[src/rtl/sram_like_arbiter.sv]
// Shares one SRAM-like memory port between the i-cache and d-cache, one transaction in flight.
// Define ARB_ROUND_ROBIN_EN for round-robin arbitration; the default is data priority plus a starvation limit.
module sram_like_arbiter #(
  parameter int STARVE_LIMIT = 4
) (
  input  logic        clk,
  input  logic        rst,
  input  logic        inst_req,
  input  logic        inst_wr,
  input  logic [1:0]  inst_size,
  input  logic [31:0] inst_addr,
  input  logic [31:0] inst_wdata,
  output logic [31:0] inst_rdata,
  output logic        inst_addr_ok,
  output logic        inst_data_ok,
  input  logic        data_req,
  input  logic        data_wr,
  input  logic [1:0]  data_size,
  input  logic [31:0] data_addr,
  input  logic [31:0] data_wdata,
  output logic [31:0] data_rdata,
  output logic        data_addr_ok,
  output logic        data_data_ok,
  output logic        mst_req,
  output logic        mst_wr,
  output logic [1:0]  mst_size,
  output logic [31:0] mst_addr,
  output logic [31:0] mst_wdata,
  input  logic [31:0] mst_rdata,
  input  logic        mst_addr_ok,
  input  logic        mst_data_ok
);

  typedef enum logic [1:0] {S_IDLE, S_ADDR, S_DATA} state_t;
  typedef enum logic {GNT_DATA = 1'b0, GNT_INST = 1'b1} grant_t;

  state_t state, state_nxt;
  grant_t grant, grant_nxt;
  logic   inst_wins;
  logic   gnt_req;
  logic   arb_start;

  assign arb_start = (state == S_IDLE) && (inst_req || data_req);

`ifdef ARB_ROUND_ROBIN_EN
  grant_t last_grant;

  always_comb begin
    inst_wins = inst_req && (!data_req || (last_grant == GNT_DATA));
  end

  always_ff @(posedge clk or posedge rst) begin
    if (rst) begin
      last_grant <= GNT_DATA;
    end else if (arb_start) begin
      last_grant <= grant_nxt;
    end
  end
`else
  localparam logic [3:0] LIMIT = 4'(STARVE_LIMIT);
  logic [3:0] starve_cnt;

  always_comb begin
    inst_wins = inst_req && (!data_req || (starve_cnt == LIMIT));
  end

  // Counts data grants that overtook a waiting inst request; saturates so inst is forced next.
  always_ff @(posedge clk or posedge rst) begin
    if (rst) begin
      starve_cnt <= 4'd0;
    end else if (arb_start) begin
      if (inst_wins) begin
        starve_cnt <= 4'd0;
      end else if (inst_req && (starve_cnt != LIMIT)) begin
        starve_cnt <= starve_cnt + 4'd1;
      end
    end
  end
`endif

  always_ff @(posedge clk or posedge rst) begin
    if (rst) begin
      state <= S_IDLE;
      grant <= GNT_DATA;
    end else begin
      state <= state_nxt;
      grant <= grant_nxt;
    end
  end

  assign gnt_req = (grant == GNT_INST) ? inst_req : data_req;

  // Bridge accepting the address wins over a same-cycle request drop, since the port also sees addr_ok.
  always_comb begin
    state_nxt    = state;
    grant_nxt    = grant;
    mst_req      = 1'b0;
    mst_wr       = 1'b0;
    mst_size     = 2'd0;
    mst_addr     = 32'd0;
    mst_wdata    = 32'd0;
    inst_addr_ok = 1'b0;
    inst_data_ok = 1'b0;
    data_addr_ok = 1'b0;
    data_data_ok = 1'b0;
    unique case (state)
      S_IDLE: begin
        if (inst_req || data_req) begin
          state_nxt = S_ADDR;
          grant_nxt = inst_wins ? GNT_INST : GNT_DATA;
        end
      end
      S_ADDR: begin
        mst_req = gnt_req;
        if (grant == GNT_INST) begin
          mst_wr       = inst_wr;
          mst_size     = inst_size;
          mst_addr     = inst_addr;
          mst_wdata    = inst_wdata;
          inst_addr_ok = mst_addr_ok;
        end else begin
          mst_wr       = data_wr;
          mst_size     = data_size;
          mst_addr     = data_addr;
          mst_wdata    = data_wdata;
          data_addr_ok = mst_addr_ok;
        end
        if (mst_addr_ok) begin
          state_nxt = S_DATA;
        end else if (!gnt_req) begin
          state_nxt = S_IDLE;
        end
      end
      S_DATA: begin
        if (grant == GNT_INST) begin
          inst_data_ok = mst_data_ok;
        end else begin
          data_data_ok = mst_data_ok;
        end
        if (mst_data_ok) begin
          state_nxt = S_IDLE;
        end
      end
      default: begin
        state_nxt = S_IDLE;
      end
    endcase
  end

  assign inst_rdata = mst_rdata;
  assign data_rdata = mst_rdata;

endmodule
[config.mk]
export PLATFORM = sky130hd
export DESIGN_NAME = sram_like_arbiter
export DESIGN_NICKNAME = d
export VERILOG_FILES = /design/src/rtl/sram_like_arbiter.sv
export SDC_FILE = /design/constraint.sdc
export NUM_CORES = 1
export LEC_CHECK = 0
export BUFFER_PORTS_ARGS = -buffer_cell sky130_fd_sc_hd__buf_2
export CAP_MARGIN = 30
export CORE_AREA = 3 3 118 120
export DETAILED_ROUTE_END_ITERATION = 12
export DIE_AREA = 0 0 121 123
export REMOVE_ABC_BUFFERS = 1
export SLEW_MARGIN = 20
export SYNTH_ARGS = -nofsm -noshare
export SYNTH_HDL_FRONTEND = slang
export SYNTH_SLANG_ARGS = --single-unit
[constraint.sdc]
create_clock -name clk -period 1.75 [get_ports clk]
set_input_delay 0.2625 -clock clk [delete_from_list [all_inputs] [get_ports clk]]
set_output_delay 0.2625 -clock clk [all_outputs]
set_load 0.01 [all_outputs]
### Word level (Yosys, flattened, before mapping)

Index checks and enable logic that the tools add are counted.

* register bits after elaboration: 7
* input bits: 172

* add/subtract/negate cells: 1
* eq/ne operators: 7
* mux-type cells: 26
* reductions and logical operators: 11

Operators with widths (count)
* 32-bit two-way mux: 4
* 1-bit two-way mux: 13
* 2-bit two-way mux: 6
* 4-bit two-way mux: 2
* 2-bit one-hot mux with 3 select lines: 1
* 4-bit by 1-bit adder with 4-bit output, second input constant: 1
* 4-bit by 3-bit == test with 1-bit output, second input constant: 1
* 4-bit by 3-bit inequality test with 1-bit output, second input constant: 1
* 2-bit AND reduction: 2
* 1-bit logical AND: 3
* 3-bit inequality test, second input constant: 1
* 3-bit AND reduction: 1
* 2-bit by 1-bit == test with 1-bit output, second input constant: 1
* 2-bit == test, second input constant: 1
* 2-bit zero test: 1
* 1-bit logical OR: 2
* 2-bit by 1-bit inequality test with 1-bit output, second input constant: 1
* 2-bit inequality test, second input constant: 1
* 2-bit nonzero test: 1
* 1-bit zero test: 1

### Longest topological paths before layout

* depth in word-level cells: 5
* depth in mapped cells: 6
* mapped depth without buffers: 5

### Least setup slack after synthesis

Ideal clock, no wire load.

* path kind: flip-flop to output port
* start point: register state[1]
* end point: output port mst_addr[0]
* arrival: 1.148 ns
* data required time: 1.487 ns
* slack: 0.339 ns
* stages on the path, launching flop included: 6
* path buffers: 3
* cell sequence: dfrtp_1 > nand2b_1 > buf_2 > buf_6 > buf_6 > nor2_1

* word-level cells in the longest chain between the ends: 2

RTL lines
* start, declared: RTL line 37 `state_t state, state_nxt;`
* start signal, assigned: RTL line 86 `state <= state_nxt;`
* 2-bit by 1-bit == test with 1-bit output: RTL line 106 `unique case (state)`
* 32-bit two-way mux: RTL line 106
* end, declared: RTL line 27 `output logic [31:0] mst_addr,`

No other way between the ends.

### Worst setup path after layout

* start point: register grant
* end point: output port mst_wr

* word-level cells in the longest chain between the ends: 2

RTL lines
* start, declared: RTL line 38 `grant_t grant, grant_nxt;`
* start signal, assigned: RTL line 87 `grant <= grant_nxt;`
* 1-bit two-way mux: RTL line 115 `if (grant == GNT_INST) begin`
* 1-bit two-way mux: RTL line 106
* end, declared: RTL line 25 `output logic mst_wr,`

No other way between the ends.

==> out/results.tsv <==
metric	value	unit
grt_use_total	11.7	%
finalCriticalPeriod	1.75	ns
drive_above_1_share	58.8	%
synth_top_family_by_area	multiplexers	
slowest_delay	0.51	ns
antenna_found_initial	0	
cp_data_arrival_time	1.49	ns
tightest_slew	0.371	ns
grt_max_degree	43	
multi_input_area	0.00119	mm^2
h-tree-depth	1	
holdPathStages	2	
core_area	0.0131	mm^2
syn2layout_area_growth	54.4	%
drc	0	
syn_inst	263	
n_fill_cell	1470	
worst_ep_required_time	1.49	ns
synthMuxAreaShare	36.0	%
start_kind	register	
grt_overflow	0	
cts_max_path_buffers	2	
clock-sinks	7	
syn_area	0.00194	mm^2
cts_made_buffers	3	
switching_power	0.00184	W
start_util	14.9	%
async_reset_ff_share	100	%
ys.warnings.count	0	
reg2regPathDepth	4	
place_hpwl	8.80	mm
worstSetupEndpointType	primary output	
max_slew_margin	75.2	%
io_buffers	211	
grt_pass1_wl	13.0	mm
p_int	0.00215	W
finalPower	0.00398	W
cp_max_fo	16	
maxCapViolCount	0	
p_clk_share	9.8	%
min_period_over_period	100	%
cts_tree	done	
die-area	0.0149	mm^2
synth_simple_gate_area_share	20.3	%
rsz0062_at_grt	true	
ys_ff_latch	7	
synthDistinctLibCells	26	
path_class	register to primary output	
synthTopCellsByArea	mux2i_1 (36%), buf_4 (25%), nor2_1 (14%)	
die_x	121	um
slew_violations	0	
root_buffer	clkbuf_16	
ys.flop_type	dfrtp_1	
synth_xor_area_share	0	%
netSwitchingFraction	46.1	%
setup_violations	1	
place_ws	0.150	ns
first_global_vias	2112	
fin_worst_skew	0.000839	ns
wl_per_cell	16.5	um
cpMaxStageDelayCell	dfrtp_4	
synth_fa_ha_area_share	1.29	%
num_vias	2291	
status	finished, violations left	
synth_enable_flop_cells	0	
drt_iter0_markers	71	
violations	negative setup slack	
viasPerCell	3.83	
gp_congestion	0.830	
ant_nets	0	
rows	42	
synth_top_cell_area_share	36.0	%
worst_hold_slack	0.255	ns
ir_drop	0.467	mV
synth_top_area_cell	mux2i_1	
drtPass1Iterations	4	
fin_ws	-0.000993	ns
avgSynthCellArea	7.39	um^2
io_pins	308	
synth_compound_area_share	2.32	%
leakagePower	1.69	nW
path_cells	buf_12 -> buf_4 -> mux2i_2 -> nor2_1 -> buf_2	
hold_viol	0	
register_area	180	um^2
layout_common_cells	buf_2 (211), nor2_1 (71), mux2i_1 (65), buf_4 (18)	
clk_pin_slew	0.04	ns
final_common_cell	buf_2	
n_antenna_cell	0	
clk_latency	0.23	ns
fin_nets	597	
timing.fmax	0.571	GHz
p_per_area	1330	mW/mm^2
synth.yosys.seq_area_share	9.01	%
die_h	123	um
hp-class	input port to register	
seqPwrFrac	8.5	%
p_comb_share	81.7	%
routed_wirelength	9.89	mm
fin_util	22.9	%
-- synth_stat cells, drive strengths merged (2+ instances only) --
cell type  number
buf            81
nor2           71
mux2i          70
dfrtp           7
nand2           6
inv             4
nand2b          3
nand3           3
o21ai           3
ha              2
nor3b           2
-- power groups by stage --
stage	sequential [W]	combinational (W)	clock [W]
final	0.000338	0.00325	0.000391
after global routing	0.000350	0.00357	0.000410
after CTS	0.000338	0.00313	0.000397
after detailed placement	0.000362	0.00306	0
after global placement	0.000358	0.00305	0
after floorplan	0.000545	0.00161	0
-- stage by stage --
stage / cells / TNS, ns / instance area [um^2]
after floorplan: 182 / -95.29 / 1360
after global placement: 580 / 0 / 2800
after detailed placement: 580 / 0 / 2800
after CTS: 587 / -0.00709 / 2900
after global routing: 598 / -0.259 / 3000
final: 598 / -0.000993 / 3000
-- cells by family after synthesis --
family,after synthesis
AOI/OAI and AO/OA,7
adders and majority gates,2
buffers and inverters,85
DFF,7
muxes,70
and+or+nand+nor,92
-- registers in the layout, summed over array words and instances (netlist names) --
name        cells
starve_cnt      4
grant           1
state           2
-- path summary, 6_finish.rpt --
path	start	to	slack (ns)
max reg2reg	state[1]	starve_cnt[2]	0.47
min in group asynchronous	rst	starve_cnt[3]	0.51
max	grant	mst_wr	-0.001
min	mst_data_ok	state[1]	0.25
min reg2reg	starve_cnt[2]	starve_cnt[2]	0.52
max in group asynchronous	rst	grant	0.99
-- per-layer routing --
layer  up-vias  routed length, um  global-route usage, %  share of wire (%)
met5         -                 92                   5.21               0.93
li1       1124                  -                      -                  -
met1      1004               3980                   14.8                 40
met3         8               1860                   9.97                 19
met2       153               3910                   15.0                 40
met4         2                 42                  0.850               0.42
-- worst max-delay path, delay by kind of cell, from the launching register on --
family        cells  cell delay, ns
buf+inv           3            0.46
simple gates      1            0.07
flops             1            0.51
mux               1            0.22
-- area by class of cell --
| type | count | share of cell area (%) |
|---|---|---|
| clock buffers | 4 | 2.63 |
| inverters | 4 | 0.500 |
| multi-input cells | 171 | 39.5 |
| flip-flops and latches | 7 | 6.00 |
| well taps | 176 | 7.34 |
| repair buffers | 236 | 44.0 |
-- timing repair --
item | 4_1_cts | 5_1_grt
setup buffers | 2 | 11
hold buffers | 1 | 0
gates resized for setup | 1 | 5
endpoints found under the hold margin | 7 | 0
endpoints found under the setup margin | 34 | 21
pin swaps | 0 | 3
No activity file was read; power rests on OpenSTA's default activity.
